File: src/rtl/rotary_multi_controller_pkg.sv
// Shared types for the rotary encoder front end.
//   rot_state_e : per-channel quadrature decoder state (3-bit code)
//   step_dir_e  : detent direction produced by the decoder on return to IDLE
package rotary_multi_controller_pkg;

  typedef enum logic [2:0] {
    ST_IDLE = 3'd0,
    ST_A1   = 3'd1,
    ST_A2   = 3'd2,
    ST_A3   = 3'd3,
    ST_B1   = 3'd4,
    ST_B2   = 3'd5,
    ST_B3   = 3'd6
  } rot_state_e;

  typedef enum logic [1:0] {
    STEP_NONE = 2'd0,
    STEP_INC  = 2'd1,
    STEP_DEC  = 2'd2
  } step_dir_e;

endpackage

File: src/rtl/rotary_multi_controller_channel.sv
// One encoder channel: 2-flop sync, per-pin debounce, detent decoder and bounded level.
// Ports:
//   clk, reset_n        clock, synchronous active-low reset
//   rotary_a, rotary_b  raw asynchronous encoder pins
//   load, load_value    preload strobe and value (clamped into MIN..MAX)
//   level               current level (registered)
//   step_up, step_dn    1-cycle pulses per accepted detent (registered)
module rotary_multi_controller_channel
  import rotary_multi_controller_pkg::*;
#(
  parameter int unsigned WIDTH           = 4,
  parameter int unsigned RESET_LEVEL     = 14,
  parameter int unsigned MIN_LEVEL       = 0,
  parameter int unsigned MAX_LEVEL       = 15,
  parameter int unsigned WRAP            = 0,
  parameter int unsigned DEBOUNCE_CYCLES = 4
) (
  input  logic             clk,
  input  logic             reset_n,
  input  logic             rotary_a,
  input  logic             rotary_b,
  input  logic             load,
  input  logic [WIDTH-1:0] load_value,
  output logic [WIDTH-1:0] level,
  output logic             step_up,
  output logic             step_dn
);

  localparam int unsigned LW       = WIDTH + 1;
  localparam int unsigned CNT_W    = (DEBOUNCE_CYCLES == 0) ? 1 : $clog2(DEBOUNCE_CYCLES + 1);
  localparam int unsigned CNT_LAST = (DEBOUNCE_CYCLES == 0) ? 0 : DEBOUNCE_CYCLES - 1;

  // Pin pairs are packed as {a, b}
  logic [1:0]            sync1_q, sync1_d;
  logic [1:0]            sync2_q, sync2_d;
  logic [1:0]            filt_q, filt_d;
  logic [1:0][CNT_W-1:0] cnt_q, cnt_d;
  rot_state_e            state_q, state_d;
  logic [WIDTH-1:0]      level_q, level_d;
  logic                  step_up_q, step_up_d;
  logic                  step_dn_q, step_dn_d;

  logic [1:0]            ab;
  step_dir_e             step_dir;
  logic [LW-1:0]         level_ext;
  logic [LW-1:0]         load_ext;

  // Synchroniser and debounce: a pin is accepted after DEBOUNCE_CYCLES consecutive differing cycles
  always_comb begin
    sync1_d = {rotary_a, rotary_b};
    sync2_d = sync1_q;
    filt_d  = filt_q;
    cnt_d   = cnt_q;
    for (int i = 0; i < 2; i++) begin
      if (sync2_q[i] == filt_q[i]) begin
        cnt_d[i] = '0;
      end else if (cnt_q[i] == CNT_W'(CNT_LAST)) begin
        filt_d[i] = sync2_q[i];
        cnt_d[i]  = '0;
      end else begin
        cnt_d[i] = cnt_q[i] + CNT_W'(1);
      end
    end
  end

  assign ab = (DEBOUNCE_CYCLES == 0) ? sync2_q : filt_q;

  // Detent decoder: A leading walks A1..A3 (decrement), B leading walks B1..B3 (increment)
  always_comb begin
    state_d  = state_q;
    step_dir = STEP_NONE;
    case (state_q)
      ST_IDLE: begin
        case (ab)
          2'b10:   state_d = ST_A1;
          2'b01:   state_d = ST_B1;
          default: state_d = ST_IDLE;
        endcase
      end
      ST_A1: begin
        case (ab)
          2'b00:   state_d = ST_IDLE;
          2'b10:   state_d = ST_A1;
          default: state_d = ST_A2;
        endcase
      end
      ST_A2: begin
        case (ab)
          2'b10:   state_d = ST_A1;
          2'b01:   state_d = ST_A3;
          2'b11:   state_d = ST_A2;
          default: begin
            state_d  = ST_IDLE;
            step_dir = STEP_DEC;
          end
        endcase
      end
      ST_A3: begin
        if (ab[1]) begin
          state_d = ST_A2;
        end else if (ab[0]) begin
          state_d = ST_A3;
        end else begin
          state_d  = ST_IDLE;
          step_dir = STEP_DEC;
        end
      end
      ST_B1: begin
        case (ab)
          2'b00:   state_d = ST_IDLE;
          2'b01:   state_d = ST_B1;
          default: state_d = ST_B2;
        endcase
      end
      ST_B2: begin
        case (ab)
          2'b01:   state_d = ST_B1;
          2'b10:   state_d = ST_B3;
          2'b11:   state_d = ST_B2;
          default: begin
            state_d  = ST_IDLE;
            step_dir = STEP_INC;
          end
        endcase
      end
      ST_B3: begin
        if (ab[0]) begin
          state_d = ST_B2;
        end else if (ab[1]) begin
          state_d = ST_B3;
        end else begin
          state_d  = ST_IDLE;
          step_dir = STEP_INC;
        end
      end
      default: state_d = ST_IDLE;
    endcase
  end

  // Level update; load wins over a same-cycle detent and suppresses its pulse
  always_comb begin
    level_ext = {1'b0, level_q};
    load_ext  = {1'b0, load_value};
    level_d   = level_q;
    step_up_d = 1'b0;
    step_dn_d = 1'b0;
    if (load) begin
      if (load_ext > LW'(MAX_LEVEL)) begin
        level_d = WIDTH'(MAX_LEVEL);
      end else if (load_ext <= LW'(MIN_LEVEL)) begin
        level_d = WIDTH'(MIN_LEVEL);
      end else begin
        level_d = load_value;
      end
    end else if (step_dir == STEP_INC) begin
      step_up_d = 1'b1;
      if (level_ext >= LW'(MAX_LEVEL)) begin
        level_d = (WRAP != 0) ? WIDTH'(MIN_LEVEL) : level_q;
      end else begin
        level_d = WIDTH'(level_ext + LW'(1));
      end
    end else if (step_dir == STEP_DEC) begin
      step_dn_d = 1'b1;
      if (level_ext <= LW'(MIN_LEVEL)) begin
        level_d = (WRAP != 0) ? WIDTH'(MAX_LEVEL) : level_q;
      end else begin
        level_d = WIDTH'(level_ext - LW'(1));
      end
    end
  end

  // State register
  always_ff @(posedge clk) begin
    if (!reset_n) begin
      sync1_q   <= '0;
      sync2_q   <= '0;
      filt_q    <= '0;
      cnt_q     <= '0;
      state_q   <= ST_IDLE;
      level_q   <= WIDTH'(RESET_LEVEL);
      step_up_q <= 1'b0;
      step_dn_q <= 1'b0;
    end else begin
      sync1_q   <= sync1_d;
      sync2_q   <= sync2_d;
      filt_q    <= filt_d;
      cnt_q     <= cnt_d;
      state_q   <= state_d;
      level_q   <= level_d;
      step_up_q <= step_up_d;
      step_dn_q <= step_dn_d;
    end
  end

  assign level   = level_q;
  assign step_up = step_up_q;
  assign step_dn = step_dn_q;

endmodule

File: src/rtl/rotary_multi_controller.sv
// N-channel quadrature rotary encoder front end.
// Ports:
//   clk, reset_n        clock, synchronous active-low reset
//   rotary_a, rotary_b  raw encoder pins, one bit per channel
//   load                per-channel preload strobe
//   load_value          preload value shared by all channels
//   level               flattened levels, channel i at [i*WIDTH +: WIDTH]
//   step_up, step_dn    per-channel detent pulses
module rotary_multi_controller #(
  parameter int unsigned CHANNELS        = 1,
  parameter int unsigned WIDTH           = 4,
  parameter int unsigned RESET_LEVEL     = 14,
  parameter int unsigned MIN_LEVEL       = 0,
  parameter int unsigned MAX_LEVEL       = 15,
  parameter int unsigned WRAP            = 0,
  parameter int unsigned DEBOUNCE_CYCLES = 4
) (
  input  logic                      clk,
  input  logic                      reset_n,
  input  logic [CHANNELS-1:0]       rotary_a,
  input  logic [CHANNELS-1:0]       rotary_b,
  input  logic [CHANNELS-1:0]       load,
  input  logic [WIDTH-1:0]          load_value,
  output logic [CHANNELS*WIDTH-1:0] level,
  output logic [CHANNELS-1:0]       step_up,
  output logic [CHANNELS-1:0]       step_dn
);

  // Independent channel instances
  for (genvar i = 0; i < CHANNELS; i++) begin : g_ch
    rotary_multi_controller_channel #(
      .WIDTH           (WIDTH),
      .RESET_LEVEL     (RESET_LEVEL),
      .MIN_LEVEL       (MIN_LEVEL),
      .MAX_LEVEL       (MAX_LEVEL),
      .WRAP            (WRAP),
      .DEBOUNCE_CYCLES (DEBOUNCE_CYCLES)
    ) u_ch (
      .clk        (clk),
      .reset_n    (reset_n),
      .rotary_a   (rotary_a[i]),
      .rotary_b   (rotary_b[i]),
      .load       (load[i]),
      .load_value (load_value),
      .level      (level[i*WIDTH +: WIDTH]),
      .step_up    (step_up[i]),
      .step_dn    (step_dn[i])
    );
  end

endmodule

File: config.mk
export PLATFORM = sky130hd
export DESIGN_NAME = rotary_multi_controller
export DESIGN_NICKNAME = d
export VERILOG_FILES = /design/src/rtl/rotary_multi_controller_pkg.sv /design/src/rtl/rotary_multi_controller_channel.sv /design/src/rtl/rotary_multi_controller.sv
export SDC_FILE = /design/constraint.sdc
export NUM_CORES = 1
export LEC_CHECK = 0
export ABC_AREA = 1
export CAP_MARGIN = 0
export CORE_MARGIN = 10
export CORE_UTILIZATION = 61
export CTS_BUF_LIST = sky130_fd_sc_hd__clkbuf_4
export CTS_CLUSTER_SIZE = 10
export DETAILED_ROUTE_END_ITERATION = 8
export PLACE_DENSITY = 0.86
export SLEW_MARGIN = 20
export SYNTH_ARGS = -nofsm -noshare
export SYNTH_HDL_FRONTEND = slang
export SYNTH_SLANG_ARGS = --single-unit
File: constraint.sdc
create_clock -name clk -period 3.36 [get_ports clk]
set_input_delay 0.84 -clock clk [delete_from_list [all_inputs] [get_ports clk]]
set_output_delay 0.84 -clock clk [all_outputs]
set_load 0.02 [all_outputs]
# Word level (Yosys, flattened, before mapping)
# Cells that the tools add are included.
# op_classes
addsub,4
order_cmp,3
n_eq_ne,17
muxes,25
n_bitwise,3
reduce_logical,11
# op_table
operator,count
$mux W4,6
$pmux W3 S7,1
$eq A3 B2 Y1 const B,4
$pmux W3 S2,2
$reduce_or A3 Y1,4
$mux W2,5
$eq A3 B3 Y1 const B,3
$mux W3,3
$pmux W3 S3,1
$le A4 B1 Y1 const B,2
$pmux W2 S4,1
$add A3 B1 Y3 const B,2
$eq A2 B2 Y1 const B,3
$pmux W2 S3,1
$add A4 B1 Y4 const B,1
$eq A2 B1 Y1 const B,2
$ge A4 B4 Y1 const B,1
$mux W1,4
$pmux W2 S2,1
$reduce_and A2 Y1,2
$sub A4 B1 Y4 const B,1
$eq A3 B1 Y1 const B,1
$logic_not A3 Y1,1
$ne A3 B2 Y1 const B,1
other kinds (7),10
# totals
regBits,21
in_bits,9
out_inout_bits,6

# Longest topological paths before layout
# depth
depth_word,8
depth_mapped,14

# Worst setup path before layout
# OpenSTA, ideal clock, no wires.
# synth_path
path_kind,register -> register
start,register g_ch[0].u_ch.filt_q[0]
end,register g_ch[0].u_ch.level_q[3]
setup_time_ns,0.112
arrival_time_ns,1.801
required_ns,3.248
path_slack_ns,1.447
stages_incl_launch_ff,15
n_path_buf,0
period_less_slack_ns,1.913
path_cell_list,dfxtp_1 -> inv_1 -> ha_1 -> nand2_1 -> clkinv_2 -> nand3_4 -> ha_1 -> nand2_1 -> nand2_1 -> a21oi_1 -> inv_1 -> nand2_1 -> nand3_1 -> nand2_1 -> nand2_1
# synth_between
elab_chain_cells,7
elab_cells_between_ends,18
classes_between,eq/ne (7); mux (8); reduce/logical (3)
# synth_rtl
element,line,text
"start, declared",rotary_multi_controller_channel.sv:36,"logic [1:0] filt_q, filt_d;"
"start signal, assigned",rotary_multi_controller_channel.sv:186,filt_q <= filt_d;
$eq A2 B1 Y1 / $eq A2 B2 Y1 (equally long branches),"rotary_multi_controller_channel.sv:88, rotary_multi_controller_channel.sv:116",
$reduce_or A3 Y1 (no source line),n/a,
$mux W1 / $mux W2 (equally long branches),"rotary_multi_controller_channel.sv:116, rotary_multi_controller_channel.sv:88",
$pmux W2 S4 (*),rotary_multi_controller_channel.sv:72,case (state_q)
$eq A2 B1 Y1 / $eq A2 B2 Y1 (equally long branches),"rotary_multi_controller_channel.sv:155, rotary_multi_controller_channel.sv:162",
"$ne A3 B3 Y1 (no source line), or another cell as far along",n/a,
$reduce_and A3 Y1 (no source line) / $mux W4 (equally long branches),n/a,
"end signal, assigned",rotary_multi_controller_channel.sv:180,level_q <= WIDTH'(RESET_LEVEL);
"end signal, assigned",rotary_multi_controller_channel.sv:189,level_q <= level_d;
"end, declared",rotary_multi_controller_channel.sv:39,"logic [WIDTH-1:0] level_q, level_d;"
# Mark *: on every way between the ends. The rest lies on a longest branch, timed or not.
# A chain may end at the register's enable or synchronous reset.

# Final worst setup path
# layout_path
start,register g_ch[0].u_ch.level_q[0]
end,output port level[0]
# layout_rtl
element,line,text
"end, declared",rotary_multi_controller.sv:24,"output logic [CHANNELS*WIDTH-1:0] level,"
# No word-level cell between the ends.

==> results.md <==
* RSZ-0062 raised after global routing: false
* Hold Vio Cnt, Final at 0
* Worst-Margin Slew at 0.439 ns
* Syn avg cell area at 7.78 sq um
* Count leader, synth: nand2_1
* Clk pin slew, worst setup/hold paths at roughly 0.11 ns
* FFs w/ async S/R, synth at 0%
* Worst path depth at 1
* Worst reg2reg setup slack at around 1.2 ns
* Final setup margin at ~1.0 ns
* Antenna viol nets, final at 0
* PD cells at between 300 and 400 nW/um^2
* # diodes at 0
* Vias at ~1000
* Slowest CP cell: clkdlybuf4s50_1
* FMAX at about 430 MHz
* Peak supply drop at about 0.0003 V
* Distinct cells, synth at 29
* Int Pwr at 329 uW
* Clock share of power at 27.3%
* # IOs at 15
* Initial antenna violation count at 0
* CP Launch Type: register
* Largest net degree at the start of global routing at 15
* TritonCTS clock tree: yes
* Max H-tree Level at 1
* Clock skew at 0.00185 ns
* LEAKAGE at 0.000597 uW
* Most frequent cells after synthesis: nand2_1, dfxtp_1, inv_1
* Area leader, netlist: dfxtp_1
* CP Class: register to output port
* Worst path cell trace: clkdlybuf4s50_1
* Hold_buf cts at 0
* Num CTS Buffers at 3
* Resized Gates After CTS at 0
* Headroom to the max-slew limit at 70.6%
* Setup tns final at 0 ns
* Post-route cell area at 1370 sq um
* EDFF count, synth at 0
* FF-to-FF Start: g_ch[0].u_ch.ab[0]$_SDFFE_PN0P_
* Worst r2r path cells at 14
* Synth Register Bits at 21
* Die Height at 64.2 um
* Nets at 193
* Slowest stage delay, CP at ~0.7 ns
* Type of the most critical hold path: register to register
* Pins Over Slew Limit at 0
* Top cell type's share of synthesized area at 35.3%
* Flop pwr share at 59.5%
* DRC at 0
* Maxcap violations at 0
* Finished Layout Cells at a little under 200
* GRT Util Overall at 11.9%
* Clock buffer depth at 2
* Status: completed
* CTS root buf: clkbuf_4
* WP data arrival at approximately 1.5 ns
* Mapped Cells at between 150 and 200
* Seq/Total Area, Yosys at 35.3%
* Hold slack final at 0.430 ns
* Period Utilization, post-route at 69.2%
* Starting Density at 66.7%
* Crit-path max FO at 7
* Fillers at 147
* Placed Cells at 190
* Crit-path leading delay family: buffers and inverters
* Row count at 15
* Congestion Overflow GR at 0
* Crit path from: g_ch[0].u_ch.level[0]$_SDFFE_PN0P_
* Buf/Inv on CP at 1
* Post-Synthesis Net Count at 176
* Die W at 64.2 um
* Core Area at 1780 sq um
* Min Tclk post-route at 2.33 ns
* First-pass GRT wire length at 4080 um
* Place WS at 1.24 ns
* Drt total wl at 2440 um
* Vias in the first global route at 941
* Area Overhead vs Synth at 15.4%
* Port Buffers at 14
* Post-DP Area at 1350 sq um
* CP Capture Point: level[0]
* Hold Crit Depth at 2
* 1st-iter DRT viols at 23
* Synth warn at 0
* FF/Latch Area at 420 sq um
* Vias per cell at a little over 5
* HPWL Detailed at 1920 um
* CTS sink count at 21
* Area of the multi-input gates at 643 sq um
* Cell area after synthesis at 1190 sq um
* Switching share of power at 26.2%
* GP Congestion at 0.938
* Top cells by area, synth: dfxtp_1, ha_1, nand2_1
* Psw at 117 uW
* Worst-Skew Late Latency at between 0.3 and 0.4 ns
* Final setup fails at 0
* Post-DR wirelength/cell at ~13 um
* Die Footprint at ~4100 sq um
* Combinational power share at 13.2%
* Post-CTS Setup Bufs at 0
* Layout cell share with drive strength beyond 1 at about an eighth
* Worst Setup End Kind: output port
* Worst r2r dst: g_ch[0].u_ch.level[3]$_SDFFE_PN1P_
* Crit path required time at 2.52 ns
* Ys flop type: dfxtp_1
* Total iterations of the first detailed-routing run at 4
logic make-up after synthesis:
logic type | count (synthesis) | share of synthesized area, %
and+or+nand+nor | 67 | 28.0
DFF | 21 | 35.3
AOI/OAI and AO/OA | 22 | 10.7
buffers and inverters | 29 | 10.6
adders and majority gates | 14 | 15.4
placed cells by master, fill, tap and decap left out:
| cell type | instances |
|---|---|
| nand2_2 | 5 |
| dfxtp_1 | 21 |
| nand4_1 | 1 |
| o31ai_1 | 1 |
| nand2_4 | 2 |
| clkdlybuf4s50_1 | 14 |
| a211oi_1 | 1 |
| inv_2 | 3 |
| ha_1 | 13 |
| nor4_1 | 2 |
| o21ai_0 | 4 |
| o22ai_1 | 2 |
| nor2_1 | 18 |
| nand3_1 | 10 |
| fa_1 | 1 |
| clkinv_4 | 1 |
| nand3_4 | 1 |
| nor3_1 | 2 |
| inv_4 | 1 |
| nand3_2 | 2 |
| or2_2 | 1 |
| nand2_1 | 22 |
| inv_1 | 21 |
| o21ai_1 | 2 |
| clkbuf_4 | 3 |
| clkinv_2 | 2 |
| o211ai_1 | 4 |
| nor2_2 | 1 |
| a21oi_1 | 8 |
how the worst min path moves through the flow:
stage                                             from                            endpoint  slack, ns
floorplan           g_ch[0].u_ch.sync1_q[0]$_SDFF_PN0_  g_ch[0].u_ch.sync2_q[0]$_SDFF_PN0_       0.39
finish              g_ch[0].u_ch.sync1_q[1]$_SDFF_PN0_  g_ch[0].u_ch.sync2_q[1]$_SDFF_PN0_       0.43
global placement    g_ch[0].u_ch.sync1_q[0]$_SDFF_PN0_  g_ch[0].u_ch.sync2_q[0]$_SDFF_PN0_       0.40
CTS                 g_ch[0].u_ch.sync1_q[1]$_SDFF_PN0_  g_ch[0].u_ch.sync2_q[1]$_SDFF_PN0_       0.43
detailed placement  g_ch[0].u_ch.sync1_q[1]$_SDFF_PN0_  g_ch[0].u_ch.sync2_q[1]$_SDFF_PN0_       0.41
global route        g_ch[0].u_ch.sync1_q[1]$_SDFF_PN0_  g_ch[0].u_ch.sync2_q[1]$_SDFF_PN0_       0.45
sequential cells by signal (all words and copies together) (netlist names):
register / cells
g_ch.u_ch.cnt_q: 6
g_ch.u_ch.level: 4
g_ch.u_ch.state_q: 3
g_ch.u_ch.ab: 2
g_ch.u_ch.sync1_q: 2
g_ch.u_ch.sync2_q: 2
g_ch.u_ch.step_dn: 1
g_ch.u_ch.step_up: 1
power groups by stage:
stage / clock network, uW / registers, uW / logic, uW
floorplan: 0 / 273 / 29.0
CTS: 124 / 265 / 59.3
global placement: 0 / 270 / 56.6
detailed placement: 0 / 270 / 58.8
global route: 132 / 266 / 65.8
finish: 122 / 265 / 59.0
stage by stage:
stage          util (%)  power, uW
6_report           77.0        446
5_1_grt            77.0        464
4_1_cts            77.0        448
3_5_place_dp       75.4        329
3_3_place_gp       75.4        326
2_1_floorplan         -        302
worst reg2reg max path, delay by kind of cell (launching register included):
family / cells / cell delay [ns]
AND/OR/NAND/NOR: 8 / 0.57
adder cells (fa/ha/maj): 2 / 0.56
flip-flops: 1 / 0.47
buffers and inverters: 3 / 0.31
AO/OA/AOI/OAI: 1 / 0.16
layout make-up:
type / instances / area share (%)
multi-input combinational: 103 / 46.9
sequential: 21 / 30.6
timing repair buffer: 14 / 10.2
inverter: 27 / 8.02
tap: 25 / 2.28
clock buffer: 3 / 1.64
clock inverter: 1 / 0.365
layer usage:
layer / vias up / GRT usage [%] / share of wire, %
met5: - / 0 / 0
met4: 0 / 3.21 / 1.2
met3: 5 / 2.96 / 3.3
met2: 15 / 20.3 / 49
met1: 447 / 14.4 / 47
li1: 524 / - / -
Power figures use the tool's default switching activity.
